==> config.mk <==
export PLATFORM = sky130hd
export DESIGN_NAME = ps2_host_tx
export DESIGN_NICKNAME = d
export VERILOG_FILES = /design/src/rtl/ps2_host_tx.sv
export SDC_FILE = /design/constraint.sdc
export NUM_CORES = 1
export LEC_CHECK = 0
export CORE_ASPECT_RATIO = 0.75
export CORE_UTILIZATION = 27
export CTS_CLUSTER_DIAMETER = 100
export DETAILED_ROUTE_END_ITERATION = 16
export SLEW_MARGIN = 20
export SYNTH_ARGS = -nofsm -noshare
export SYNTH_HDL_FRONTEND = slang
export SYNTH_SLANG_ARGS = --single-unit
==> constraint.sdc <==
create_clock -name clk -period 2.36 [get_ports clk]
set_input_delay 0.472 -clock clk [delete_from_list [all_inputs] [get_ports clk]]
set_output_delay 0.472 -clock clk [all_outputs]
set_load 0.005 [all_outputs]
==> src/rtl/ps2_host_tx.sv <==
// PS/2 host-to-device transmitter.
// Sends one command byte to the keyboard over the shared open-drain
// ps2_clk/ps2_dat lines. Each line is driven through an active-high pull-low
// enable; the pad releases the line to its pull-up when the enable is 0.
// busy tells the receive path to ignore the lines while a transfer runs.
module ps2_host_tx #(
    parameter int INHIBIT_CYCLES = 10000,
    parameter int TIMEOUT_CYCLES = 200000,
    parameter int CNT_W          = 18
) (
    input  logic       clk,
    input  logic       rst,
    input  logic [7:0] wr_data,
    input  logic       wr_strobe,
    input  logic       ps2_clk,
    input  logic       ps2_dat,
    output logic       ps2_clk_oe,
    output logic       ps2_dat_oe,
    output logic       busy,
    output logic       done,
    output logic       error
);

    typedef enum logic [2:0] {
        IDLE,
        INHIBIT,
        RELEASE,
        SEND,
        ACK,
        WAIT_IDLE
    } state_t;

    // The inhibit phase ends when the counter shows INHIBIT_CYCLES-1.
    localparam logic [CNT_W-1:0] INH_LAST = CNT_W'(INHIBIT_CYCLES - 1);
    // error is registered in the same edge that moves the counter onto
    // TIMEOUT_CYCLES-1, so the pulse lands TIMEOUT_CYCLES cycles after the
    // cycle holding the fall_det that last cleared the counter.
    localparam logic [CNT_W-1:0] TO_LAST  = CNT_W'(TIMEOUT_CYCLES - 2);

    logic             clk_s1, clk_s2;
    logic             dat_s1, dat_s2;
    logic [3:0]       flt_cnt;
    logic             fall_det;

    state_t           state, state_nxt;
    logic [CNT_W-1:0] cnt, cnt_nxt;
    logic [9:0]       shreg, shreg_nxt;
    logic [3:0]       bit_cnt, bit_cnt_nxt;
    logic             clk_oe_nxt, dat_oe_nxt;
    logic             busy_nxt, done_nxt, error_nxt;
    logic             timed_out;

    // Two-stage synchronizers for both pins; idle lines read as 1.
    always_ff @(posedge clk or posedge rst) begin
        if (rst) begin
            clk_s1 <= 1'b1;
            clk_s2 <= 1'b1;
            dat_s1 <= 1'b1;
            dat_s2 <= 1'b1;
        end else begin
            clk_s1 <= ps2_clk;
            clk_s2 <= clk_s1;
            dat_s1 <= ps2_dat;
            dat_s2 <= dat_s1;
        end
    end

    // Falling-edge qualifier: the device clock must stay low 15 cycles
    // before one fall_det pulse is produced, so short glitches are dropped.
    always_ff @(posedge clk or posedge rst) begin
        if (rst) begin
            flt_cnt  <= 4'h0;
            fall_det <= 1'b0;
        end else begin
            if (clk_s2) begin
                flt_cnt <= 4'h0;
            end else if (flt_cnt != 4'hF) begin
                flt_cnt <= flt_cnt + 4'd1;
            end
            fall_det <= !clk_s2 && (flt_cnt == 4'hE);
        end
    end

    // State, counters, shift register and all outputs are registered here.
    always_ff @(posedge clk or posedge rst) begin
        if (rst) begin
            state      <= IDLE;
            cnt        <= '0;
            shreg      <= '0;
            bit_cnt    <= 4'd0;
            ps2_clk_oe <= 1'b0;
            ps2_dat_oe <= 1'b0;
            busy       <= 1'b0;
            done       <= 1'b0;
            error      <= 1'b0;
        end else begin
            state      <= state_nxt;
            cnt        <= cnt_nxt;
            shreg      <= shreg_nxt;
            bit_cnt    <= bit_cnt_nxt;
            ps2_clk_oe <= clk_oe_nxt;
            ps2_dat_oe <= dat_oe_nxt;
            busy       <= busy_nxt;
            done       <= done_nxt;
            error      <= error_nxt;
        end
    end

    // Next-state logic; a timeout overrides whatever the state decided.
    always_comb begin
        state_nxt   = state;
        cnt_nxt     = cnt;
        shreg_nxt   = shreg;
        bit_cnt_nxt = bit_cnt;
        clk_oe_nxt  = ps2_clk_oe;
        dat_oe_nxt  = ps2_dat_oe;
        busy_nxt    = busy;
        done_nxt    = 1'b0;
        error_nxt   = 1'b0;
        timed_out   = ((state == SEND) || (state == ACK) || (state == WAIT_IDLE))
                      && (cnt == TO_LAST);

        case (state)
            IDLE: begin
                clk_oe_nxt = 1'b0;
                dat_oe_nxt = 1'b0;
                busy_nxt   = 1'b0;
                if (wr_strobe && !done && !error) begin
                    shreg_nxt = {1'b1, ~^wr_data, wr_data};
                    busy_nxt  = 1'b1;
                    cnt_nxt   = '0;
                    state_nxt = INHIBIT;
                end
            end
            INHIBIT: begin
                clk_oe_nxt = 1'b1;
                cnt_nxt    = cnt + 1'b1;
                if (cnt == INH_LAST) begin
                    dat_oe_nxt = 1'b1;
                    cnt_nxt    = '0;
                    state_nxt  = RELEASE;
                end
            end
            RELEASE: begin
                clk_oe_nxt  = 1'b0;
                bit_cnt_nxt = 4'd0;
                cnt_nxt     = '0;
                state_nxt   = SEND;
            end
            SEND: begin
                cnt_nxt = cnt + 1'b1;
                if (fall_det) begin
                    dat_oe_nxt  = ~shreg[0];
                    shreg_nxt   = {1'b0, shreg[9:1]};
                    bit_cnt_nxt = bit_cnt + 4'd1;
                    cnt_nxt     = '0;
                    if (bit_cnt == 4'd9) begin
                        state_nxt = ACK;
                    end
                end
            end
            ACK: begin
                cnt_nxt = cnt + 1'b1;
                if (fall_det) begin
                    cnt_nxt = '0;
                    if (!dat_s2) begin
                        state_nxt = WAIT_IDLE;
                    end else begin
                        error_nxt  = 1'b1;
                        busy_nxt   = 1'b0;
                        clk_oe_nxt = 1'b0;
                        dat_oe_nxt = 1'b0;
                        state_nxt  = IDLE;
                    end
                end
            end
            WAIT_IDLE: begin
                cnt_nxt = cnt + 1'b1;
                if (clk_s2 && dat_s2) begin
                    done_nxt  = 1'b1;
                    busy_nxt  = 1'b0;
                    state_nxt = IDLE;
                end
            end
            default: begin
                state_nxt = IDLE;
            end
        endcase

        if (timed_out) begin
            done_nxt   = 1'b0;
            error_nxt  = 1'b1;
            busy_nxt   = 1'b0;
            clk_oe_nxt = 1'b0;
            dat_oe_nxt = 1'b0;
            state_nxt  = IDLE;
        end
    end

endmodule
Yosys cells after proc, flatten, opt, wreduce, memory -nomap -nowiden
Index checks and enable logic that the tools add are counted.
{ "classes": {"n_div": 0, "order_cmp": 0, "n_bitwise": 1, "addsub": 3, "shifts": 0, "multipliers": 0, "reduce_logical": 28, "n_eq_ne": 19, "n_mux": 39} }
{ "op_table": {"columns": ["cell", "n"], "rows": [
  ["18-bit case mux with 5 select lines", 1],
  ["18-bit two-way mux", 3],
  ["3-bit two-way mux", 8],
  ["10-bit two-way mux", 2],
  ["10-bit case mux with 2 select lines", 1],
  ["18-bit by 1-bit adder with 18-bit output, second input constant", 1],
  ["18-bit by 14-bit == test with 1-bit output, second input constant", 1],
  ["18-bit == test, second input constant", 1],
  ["3-bit case mux with 6 select lines", 1],
  ["1-bit two-way mux", 16],
  ["3-bit inequality test, second input constant", 5],
  ["4-bit two-way mux", 3],
  ["5-bit nonzero test", 2],
  ["4-bit by 1-bit adder with 4-bit output, second input constant", 2],
  ["4-bit == test, second input constant", 2],
  ["4-bit case mux with 2 select lines", 1],
  ["4-bit nonzero test", 2],
  ["8-bit XNOR reduction", 1],
  ["3-bit by 2-bit == test with 1-bit output, second input constant", 2],
  ["3-bit == test, second input constant", 2],
  ["3-bit by 2-bit inequality test with 1-bit output, second input constant", 2],
  ["1-bit case mux with 3 select lines", 2],
  ["3-bit AND reduction", 2],
  ["6-bit AND reduction", 1],
  ["other kinds (14)", 26]
]} }
{ "totals": {"wordCells": 105, "memories": 0, "reg_bits": 49, "ramBits": 0, "rom_bits": 0, "output_inout_bits": 5, "latchBits": 0} }

Logic depth before layout (Yosys ltp)
{ "depth": {"word_depth": 6, "ltp_mapped": 8, "ltp_nobuf": 7} }

Least setup slack after synthesis
OpenSTA, ideal clock, no wires.
{ "synth_path": {"path_type": "input to register", "from": "in wr_strobe", "to": "reg state[1]", "setup_slack_ns": 0.528, "t_required_ns": 2.234, "arrival_time_ns": 1.706, "path_stages": 5, "cell_sequence": "nor3b_1 -> nor2_2 -> or3_1 -> and3_1 -> a221o_1"} }
{ "synth_between": {"elab_chain_len": 4} }
{ "synth_rtl": {"columns": ["item", "line", "rtl"], "rows": [
  ["start: declaration", "14", "input logic wr_strobe,"],
  ["1-bit logical AND (2 in series)", "128", "if (wr_strobe && !done && !error) begin"],
  ["3-bit inequality test (no source line)", null, null],
  ["6-bit AND reduction (no source line)", null, null],
  ["end signal: assignment", "97", "state <= state_nxt;"],
  ["end: declaration", "45", "state_t state, state_nxt;"]
]} }
No other way between the ends.
A chain may end at the register's enable or synchronous reset.

Worst setup path after layout
{ "layout_path": {"from": "reg cnt[0]", "to": "reg cnt[6]"} }
{ "layout_between": {"elab_chain_len": 3, "word_cells_on_any_way": 5, "cone_classes": "add/sub (1); eq/ne (1); mux (3)"} }
{ "layout_rtl": {"columns": ["item", "line", "rtl"], "rows": [
  ["start: declaration", "46", "logic [CNT_W-1:0] cnt, cnt_nxt;"],
  ["start signal: assignment", "98", "cnt <= cnt_nxt;"],
  ["18-bit by 1-bit adder with 18-bit output or 18-bit by 14-bit == test with 1-bit output (tied branches)", null, null],
  ["18-bit two-way mux, on equally long branches", "152, 164, 138", null],
  ["18-bit case mux with 5 select lines (*)", "123", "case (state)"]
]} }
Mark *: on every way between the ends. The rest lies on a longest branch, timed or not.

==> out/metrics.cfg <==
[synth]
synth_cell_types = 58
synthTopCellsByArea = dfrtp_1 (40%), mux2i_1 (4.9%), nand2_1 (4.9%)
syn_area_um2 = 2838
yosysSeqAreaShare_pct = 43.39
synth-main-ff-cell = dfrtp_1
synth_enable_flop_cells = 0
synth_cells = 304
syn-mean-instance-area_um2 = 9.335
synth_fp_nets = 323
async_reset_ff_share_pct = 100.0
ys_seq_elements = 49
synth_top_area_cell = dfrtp_1
ys_warn_count = 0
synth_top_area_share_pct = 39.68

[layout]
fin_nets = 346
fillers = 1080
antennaDiodeCount = 0
multiInputGateArea_um2 = 1486
areaGrowthSynthToFinish_pct = 18.08
final_layout_size_suffix_gt1_share_pct = 13.41
seq_area_um2 = 1231

[drt]
routedWlPerCell_um = 13.72
routed_wl_mm = 6.366
via_per_inst = 5.017
drt_iter0_markers = 154
post-route-drc-count = 2
ant_nets = 0
vias = 2328
drt_pass1_iterations = 10

[sta]
worst_slew_pin_slew_ps = 594.5
max_freq_mhz = 475.0
worst_slew_margin_rel_pct = 60.36
rsz0062_at_grt = no
setup_violations = 0
hold_viol = 0
whs_ps = 355.3
fin_skew_ps = 6.350
setup_ws_ps = 254.9
min_period_ps = 2105
slew_viol_final = 0
fin_crit_sh_pct = 89.20

[grt]
grt_max_degree = 25
grt_first_pass_wirelength_mm = 10.92
grt_antenna_before_repair = 0
gr-usage-all-layers_pct = 12.62
grt_pass1_vias = 2189
grt_overflow = 0

[placement]
post-place-ws_ps = -0.4035
hpwlAfterDp_mm = 4.548
globalplace.congestion = 0.7951
numPortBuffers = 17

[die]
die_h_um = 90.79
ios = 18
initial_core_util_pct = 27.69
coreArea_um2 = 10250
rows = 32
dieArea_um2 = 10930
die_x_um = 120.4

[critical_path]
worstPathRequired_ps = 2530
worstSetupEndpointType = register
rrSetupSlack_ps = 250
critPathCapture = cnt[6]
cp.arrival_ps = 2270
r2r-end = cnt[6]
crit_start = cnt[0]
worstReg2RegStart = cnt[0]
reg2reg_depth = 7
path_class = register to register
cp-start-kind = register
worstPathMaxFanout = 14

[clock_network]
htreeDepth = 2
root_buffer = clkbuf_16
cts_resized = 0
cts.sinks = 49
ctsHoldBuffers = 0
clkTransAtPathRegs_ps = 70
cts_buffers = 5
clock_latency_ps = 300
cts_tree = yes
cts_setup_buffers = 0
cts_max_path_buffers = 2

[hold_path]
hold_path.class = register to register

[run_status]
outcome = complete, but fails checks
violations = design-rule violations

[power]
powerDensity_nw_per_um2 = 502.5
power_leakage_nw = 1.435
max-vdd-ir-drop_v = 0.0002474

[flow_run]
drv_cap = 0

## final cells by class
class                           count  area share [%]
Tap cell                          136           5.078
Clock buffer                        7           3.958
Sequential cell                    49           36.74
Multi-Input combinational cell    230           44.36
Clock inverter                      1          0.1494
Timing Repair Buffer               31           8.589
Inverter                           10           1.120
## how the worst min path moves through the flow
stage / from / endpoint / slack (ps) / cells past startpoint
final: dat_s1 / dat_s2 / 360 / 0
after floorplan: clk_s1 / clk_s2 / 350 / 0
after detailed placement: dat_s1 / dat_s2 / 350 / 0
after global placement: clk_s1 / clk_s2 / 350 / 0
after CTS: dat_s1 / dat_s2 / 360 / 0
after global routing: dat_s1 / dat_s2 / 360 / 0
## registers in the layout (all words and copies together) (netlist names)
signal,count
bit_cnt,4
clk_s2,1
state,3
dat_s2,1
flt_cnt,4
error,1
dat_s1,1
done,1
cnt,18
ps2_dat_oe,1
shreg,10
fall_det,1
clk_s1,1
busy,1
ps2_clk_oe,1
## Yosys cell counts, drive strengths merged, types with 2 or more instances
cell / count
nor4: 4
and4: 2
a211oi: 3
a31oi: 3
mux2i: 14
buf: 9
or2: 2
nand2: 37
dfstp: 4
nand3b: 2
nor3: 11
clkbuf: 6
nor2: 29
or4: 3
and3: 5
dfrtp: 45
inv: 10
nor3b: 4
nand2b: 3
o22ai: 9
a21boi: 3
a22o: 2
or3: 5
xnor2: 8
nor2b: 4
a21oi: 17
ha: 6
nand4: 3
nand3: 10
o21ai: 18
o211ai: 10
## where the power goes
group,internal [mW],switching (mW)
combinational,0.0519,0.0453
sequential,0.859,0.0149
clock,0.393,0.320
total,1.30,0.380
## metal layers
| layer | routed length, µm | up-vias | track usage, % |
|---|---|---|---|
| met5 | 0 | - | 0 |
| met4 | 95 | 0 | 5.247 |
| met3 | 303 | 10 | 2.652 |
| met2 | 2568 | 55 | 17.24 |
| met1 | 3398 | 1115 | 18.88 |
| li1 | - | 1148 | - |
## critical path, cell delays in order (launching register included)
cell      delay (ps)
dfrtp_1          430
ha_1             240
nand3_2          220
nor4_4           340
a21boi_2         120
buf_4            210
nor2_4           260
o221ai_1         150
## cells in the final DEF, fill, tap and decap left out, types with 3 or more instances in the layout
cell / count
a211oi_1: 3
a21oi_1: 17
a31oi_1: 3
and3_1: 5
buf_4: 13
clkbuf_16: 5
clkdlybuf4s50_1: 17
dfrtp_1: 45
dfstp_2: 4
ha_1: 6
inv_1: 9
mux2i_1: 14
nand2_1: 37
nand2b_1: 3
nand3_1: 8
nand4_1: 3
nor2_1: 25
nor2_2: 3
nor2b_1: 4
nor3_1: 10
nor3b_1: 4
o211ai_1: 10
o21ai_0: 13
o21ai_2: 4
o22ai_1: 8
or3_1: 5
xnor2_1: 8
## cell families (layout without fill, tap and decap cells)
family | Yosys count | in the layout | synth area share (%)
simple gates | 128 | 128 | 24.87
compound gates | 73 | 73 | 17.06
flops | 49 | 49 | 43.39
buf+inv | 25 | 49 | 4.233
mux | 15 | 15 | 5.335
xor+xnor | 8 | 8 | 2.469
fa+ha+maj | 6 | 6 | 2.645
## metrics by stage
stage	std cells	power (mW)	utilization (%)	instance area, µm²	TNS (ps)
after detailed placement	456	0.9898	31.35	3213	-0.4035
after global routing	464	1.757	32.69	3351	0
final	464	1.684	32.69	3351	0
after global placement	456	0.9876	31.35	3213	0
after CTS	464	1.713	32.69	3351	0
after floorplan	304	0.9425	-	2838	0
(Power assumes the default switching activity.)
